==> src/rtl/peripheral_bus_pkg.sv <==
// Shared state encoding and constants for the peripheral bus bridge.
// The optional ACCESS timeout is enabled by defining PERIPHERAL_BUS_TIMEOUT_EN.
package peripheral_bus_pkg;

    typedef enum logic [1:0] {
        ST_IDLE    = 2'd0,
        ST_ACCESS  = 2'd1,
        ST_RESP    = 2'd2,
        ST_RELEASE = 2'd3
    } bus_state_t;

    localparam logic [31:0] DEFAULT_ERROR_DATA = 32'hDEADBEEF;

endpackage

==> src/rtl/peripheral_bus_decoder.sv <==
// Combinational address decoder: maps an address onto one of NUM_SLAVES
// equally sized windows starting at BASE_ADDRESS.
module peripheral_bus_decoder #(
    parameter int                    NUM_SLAVES   = 4,
    parameter int                    ADDR_WIDTH   = 32,
    parameter logic [ADDR_WIDTH-1:0] BASE_ADDRESS = ADDR_WIDTH'(32'h00001000),
    parameter int                    REGION_BITS  = 8,
    parameter int                    IDX_W        = 2
) (
    input  logic [ADDR_WIDTH-1:0] addr,
    output logic                  hit,
    output logic [IDX_W-1:0]      index
);

    localparam logic [ADDR_WIDTH-1:0] SLAVE_COUNT = ADDR_WIDTH'(NUM_SLAVES);

    logic [ADDR_WIDTH-1:0] offset;
    logic [ADDR_WIDTH-1:0] region;

    // Addresses below the base wrap to a huge offset, so the lower-bound test stays explicit.
    always_comb begin
        offset = addr - BASE_ADDRESS;
        region = offset >> REGION_BITS;
        hit    = (addr >= BASE_ADDRESS) && (region < SLAVE_COUNT);
        index  = region[IDX_W-1:0];
    end

endmodule

==> src/rtl/peripheral_bus.sv <==
// Single-master to multi-slave bus bridge with one-hot slave strobes.
// Define PERIPHERAL_BUS_TIMEOUT_EN to abort silent slave accesses after TIMEOUT_CYCLES.
module peripheral_bus
    import peripheral_bus_pkg::*;
#(
    parameter int                    NUM_SLAVES     = 4,
    parameter int                    DATA_WIDTH     = 32,
    parameter int                    ADDR_WIDTH     = 32,
    parameter logic [ADDR_WIDTH-1:0] BASE_ADDRESS   = ADDR_WIDTH'(32'h00001000),
    parameter int                    REGION_BITS    = 8,
    parameter int                    TIMEOUT_CYCLES = 256,
    parameter logic [DATA_WIDTH-1:0] ERROR_DATA     = DATA_WIDTH'(DEFAULT_ERROR_DATA)
) (
    input  logic                             clk,
    input  logic                             reset,
    input  logic                             master_read,
    input  logic                             master_write,
    input  logic [ADDR_WIDTH-1:0]            master_addr,
    input  logic [DATA_WIDTH-1:0]            master_write_data,
    output logic [DATA_WIDTH-1:0]            master_read_data,
    output logic                             master_response,
    output logic                             bus_error,
    output logic [NUM_SLAVES-1:0]            slave_read,
    output logic [NUM_SLAVES-1:0]            slave_write,
    output logic [ADDR_WIDTH-1:0]            slave_addr,
    output logic [DATA_WIDTH-1:0]            slave_write_data,
    input  logic [NUM_SLAVES*DATA_WIDTH-1:0] slave_read_data,
    input  logic [NUM_SLAVES-1:0]            slave_response
);

    localparam int IDX_W = (NUM_SLAVES > 1) ? $clog2(NUM_SLAVES) : 1;

    bus_state_t              state, state_d;
    logic                    dec_hit;
    logic [IDX_W-1:0]        dec_index;
    logic [IDX_W-1:0]        sel_q;
    logic                    wr_q;
    logic                    err_q;
    logic                    accept;
    logic                    load_rdata;
    logic                    err_d;
    logic [DATA_WIDTH-1:0]   rdata_d;
    logic [DATA_WIDTH-1:0]   sel_data;
    logic [NUM_SLAVES-1:0]   sel_onehot;

    peripheral_bus_decoder #(
        .NUM_SLAVES   (NUM_SLAVES),
        .ADDR_WIDTH   (ADDR_WIDTH),
        .BASE_ADDRESS (BASE_ADDRESS),
        .REGION_BITS  (REGION_BITS),
        .IDX_W        (IDX_W)
    ) u_decoder (
        .addr  (master_addr),
        .hit   (dec_hit),
        .index (dec_index)
    );

`ifdef PERIPHERAL_BUS_TIMEOUT_EN
    localparam int                CNT_W    = $clog2(TIMEOUT_CYCLES + 1);
    localparam logic [CNT_W-1:0]  TMO_LAST = CNT_W'(TIMEOUT_CYCLES - 1);

    logic [CNT_W-1:0] tmo_cnt;

    always_ff @(posedge clk or posedge reset) begin
        if (reset) begin
            tmo_cnt <= '0;
        end else if (state != ST_ACCESS) begin
            tmo_cnt <= '0;
        end else begin
            tmo_cnt <= tmo_cnt + 1'b1;
        end
    end
`endif

    always_comb begin
        sel_data   = slave_read_data[int'(sel_q)*DATA_WIDTH +: DATA_WIDTH];
        sel_onehot = NUM_SLAVES'(1) << sel_q;
    end

    always_comb begin
        state_d    = state;
        accept     = 1'b0;
        load_rdata = 1'b0;
        err_d      = 1'b0;
        rdata_d    = '0;
        case (state)
            ST_IDLE: begin
                if (master_read || master_write) begin
                    accept = 1'b1;
                    if (dec_hit) begin
                        state_d = ST_ACCESS;
                    end else begin
                        state_d    = ST_RESP;
                        load_rdata = 1'b1;
                        err_d      = 1'b1;
                        rdata_d    = ERROR_DATA;
                    end
                end
            end
            ST_ACCESS: begin
                if (slave_response[sel_q]) begin
                    state_d    = ST_RESP;
                    load_rdata = 1'b1;
                    rdata_d    = wr_q ? '0 : sel_data;
                end
`ifdef PERIPHERAL_BUS_TIMEOUT_EN
                else if (tmo_cnt == TMO_LAST) begin
                    state_d    = ST_RESP;
                    load_rdata = 1'b1;
                    err_d      = 1'b1;
                    rdata_d    = ERROR_DATA;
                end
`endif
            end
            ST_RESP: begin
                state_d = ST_RELEASE;
            end
            ST_RELEASE: begin
                // Master must drop both strobes before another request can start.
                if (!master_read && !master_write) begin
                    state_d = ST_IDLE;
                end
            end
            default: state_d = ST_IDLE;
        endcase
    end

    always_ff @(posedge clk or posedge reset) begin
        if (reset) begin
            state            <= ST_IDLE;
            slave_addr       <= '0;
            slave_write_data <= '0;
            wr_q             <= 1'b0;
            sel_q            <= '0;
            err_q            <= 1'b0;
            master_read_data <= '0;
        end else begin
            state <= state_d;
            if (accept) begin
                slave_addr       <= master_addr;
                slave_write_data <= master_write_data;
                wr_q             <= master_write;
                sel_q            <= dec_index;
            end
            if (load_rdata) begin
                master_read_data <= rdata_d;
                err_q            <= err_d;
            end
        end
    end

    always_comb begin
        slave_read      = (state == ST_ACCESS && !wr_q) ? sel_onehot : '0;
        slave_write     = (state == ST_ACCESS &&  wr_q) ? sel_onehot : '0;
        master_response = (state == ST_RESP);
        bus_error       = (state == ST_RESP) && err_q;
    end

endmodule

==> config.mk <==
export PLATFORM = sky130hd
export DESIGN_NAME = peripheral_bus
export DESIGN_NICKNAME = d
export VERILOG_FILES = /design/src/rtl/peripheral_bus_pkg.sv /design/src/rtl/peripheral_bus_decoder.sv /design/src/rtl/peripheral_bus.sv
export SDC_FILE = /design/constraint.sdc
export NUM_CORES = 1
export LEC_CHECK = 0
export ABC_AREA = 1
export BUFFER_PORTS_ARGS = -buffer_cell sky130_fd_sc_hd__buf_2
export CORE_MARGIN = 2
export CORE_UTILIZATION = 40
export DETAILED_ROUTE_END_ITERATION = 8
export PLACE_DENSITY_LB_ADDON = 0.3
export SYNTH_ARGS = -nofsm -noshare
export SYNTH_HDL_FRONTEND = slang
export SYNTH_SLANG_ARGS = --single-unit
==> constraint.sdc <==
create_clock -name clk -period 3.1 [get_ports clk]
set_clock_uncertainty 0.1 [all_clocks]
set_input_delay 0.155 -clock clk [delete_from_list [all_inputs] [get_ports clk]]
set_output_delay 0.155 -clock clk [all_outputs]
set_load 0.02 [all_outputs]
==> flow_summary.ini <==
[timing]
timing.hold.ws_ps = 16.8
setup_viol = 0
tightest_slew_ps = 764
post-route-period-util_pct = 77.5
timing.fmax_mhz = 416
period_needed_ps = 2400
max_slew_margin_pct = 48.8
rsz0062_at_grt = no
slew_viol_final = 0
tns_ps = 0
hold_viol = 0

[synth]
synth_most_common_cell = nand2_1
synth_top_area_share_pct = 48.1
synth_top_area_cell = dfrtp_1
syn_inst = 700
ys_seq_area_share_pct = 48.1
syn-cell-area_um2 = 5200
synth_seq_cells = 100
synth_enable_flop_cells = 0
yosysUniqueCellTypes = 26
async_flop_share_pct = 100
synth_area_leaders = dfrtp_1 48%, nand2_1 23%, a22oi_1 4.9%
avgSynthCellArea_um2 = 7.43
synth_nets = 904
synth_common_cells = 318 x nand2_1, 100 x dfrtp_1, 66 x nor2_1
ys.flop_type = dfrtp_1
yosys_warnings = 0

[detailed_routing]
drc = 0
drt-initial-drc-count = 318
antenna_left = 0
via_per_inst = 4.85
wire_per_inst_um = 14.5
firstDrtPassIters = 5
routed-via-count = 5947
wirelength_um = 17800

[global_route]
antenna_found_initial = 3
track_usage_pct = 25.5
grt-ovfl-total = 0
grt_max_degree = 60
grt_pass1_wl_um = 28800
grt_pass1_vias = 5811

[placed_design]
dpl.cell_count = 1150
gp_congestion = 0.835
io_buffers = 305
dp_hpwl_um = 12600
dpl-instance-area_um2 = 6860

[floorplanning]
rows = 41
die_h_um = 118
die_area_um2 = 13900
start_util_pct = 41.0
die_x_um = 118
core_area_um2 = 12700
ios = 306

[critical_path]
arrival_ps = 2500
crit_type = reg -> reg
worst-path-max-fanout = 33
crit_path_start_kind = flip-flop
rr_worst_depth = 10
r2r_slack_ps = 700
cp.required_ps = 3200
endpoint_kind = flip-flop

[power]
power_mw = 7.25
power.leakage_nw = 4.20
p_per_area_nw_per_um2 = 933
vdd_drop_max_v = 0.000415

[final_layout]
final_area_um2 = 7770
drive_gt1_share_pct = 33.5
instances_no_fill = 1226
regArea_um2 = 2500
multi_input_area_um2 = 2420
fillers = 1138
nNetsFinal = 1250
syn_to_final_growth_pct = 49.4

[clocking]
clock-sinks = 100
numCtsBuffers = 9
cts-root-buf = clkbuf_16
cts_hold_buf = 57
cts_tree = done
clk_latency_ps = 330
cts_buffer_depth = 2
path_clk_slew_ps = 70
cts_resized = 0
cts_max_level = 3
postCtsSetupBuffers = 0

[hold_path]
min_path_cells = 3
hold_path.class = in -> reg

[run_status]
status = completed

[run]
max-cap-violations = 0
-- where the power goes --
| part | switching [mW] | internal [mW] | total [mW] |
|---|---|---|---|
| sequential | 0.337 | 1.92 | 2.26 |
| clock | 0.502 | 0.740 | 1.24 |
| combinational | 2.51 | 1.23 | 3.74 |
| total | 3.35 | 3.89 | 7.25 |
-- state kept, by name (all words and copies together) (netlist names) --
name and cells:
master_read_data 32, slave_addr 32, slave_write_data 32, state 2, err_q 1, wr_q 1
-- stage by stage --
step	worst slack [ps]	util, %
floorplan	226	-
global placement	790	54.1
detailed placement	672	54.1
CTS	663	61.2
global route	433	61.3
finish	699	61.3
-- placed cells by master, fill, tap and decap left out, drive strengths merged, types with 3 or more instances in the layout --
| cell type | Yosys | final |
|---|---|---|
| clkbuf | 25 | 10 |
| nand3 | 16 | 16 |
| buf | 10 | 313 |
| o21ai | 41 | 41 |
| nand4 | 18 | 18 |
| ha | 4 | 4 |
| nand2 | 320 | 320 |
| dlygate4sd3 | 0 | 57 |
| a21oi | 26 | 26 |
| dfrtp | 100 | 100 |
| inv | 30 | 33 |
| diode | 0 | 3 |
| a22oi | 34 | 34 |
| nor2 | 72 | 72 |
-- metal layers --
| layer | share of wire (%) | global-route usage, % |
|---|---|---|
| met5 | 0 | 0 |
| met2 | 48 | 42.3 |
| met1 | 42 | 32.6 |
| met4 | 2.6 | 10.5 |
| met3 | 7.4 | 4.99 |
-- cells by family after synthesis --
family | synth area share (%)
adder cells (fa/ha/maj) | 0.963
flip-flops | 48.1
buffers and inverters | 5.53
XOR/XNOR | 0.169
multiplexers | 0.193
AO/OA/AOI/OAI | 11.4
AND/OR/NAND/NOR | 33.6
-- worst max-delay path: stages, from the launching register on --
cell     delay [ps]
dfrtp_1         420
inv_1           110
nand2_1          90
inv_1            90
a22oi_1          60
nand2_1          90
inv_2            60
nor2_4          460
inv_2           420
a21oi_1         230
o21ai_1         100
-- final cells by class --
| cell class | instances | share of cell area, % |
|---|---|---|
| tap | 172 | 2.77 |
| antenna | 3 | 0.0966 |
| inverter | 31 | 1.53 |
| clock inverter | 6 | 1.21 |
| multi-input combinational | 534 | 31.2 |
| sequential | 100 | 32.2 |
| clock buffer | 10 | 3.08 |
| timing repair buffer | 370 | 27.9 |
-- final timing paths --
| path | start | end |
|---|---|---|
| max in group asynchronous | reset | slave_write_data[29] |
| setup / recovery | slave_addr[8] | master_read_data[21] |
| min in group asynchronous | reset | master_read_data[3] |
| hold / removal | master_write | wr_q |
| setup reg to reg | slave_addr[8] | master_read_data[21] |
| hold reg to reg | slave_addr[0] | slave_addr[0] |
Power figures use the tool's default switching activity.
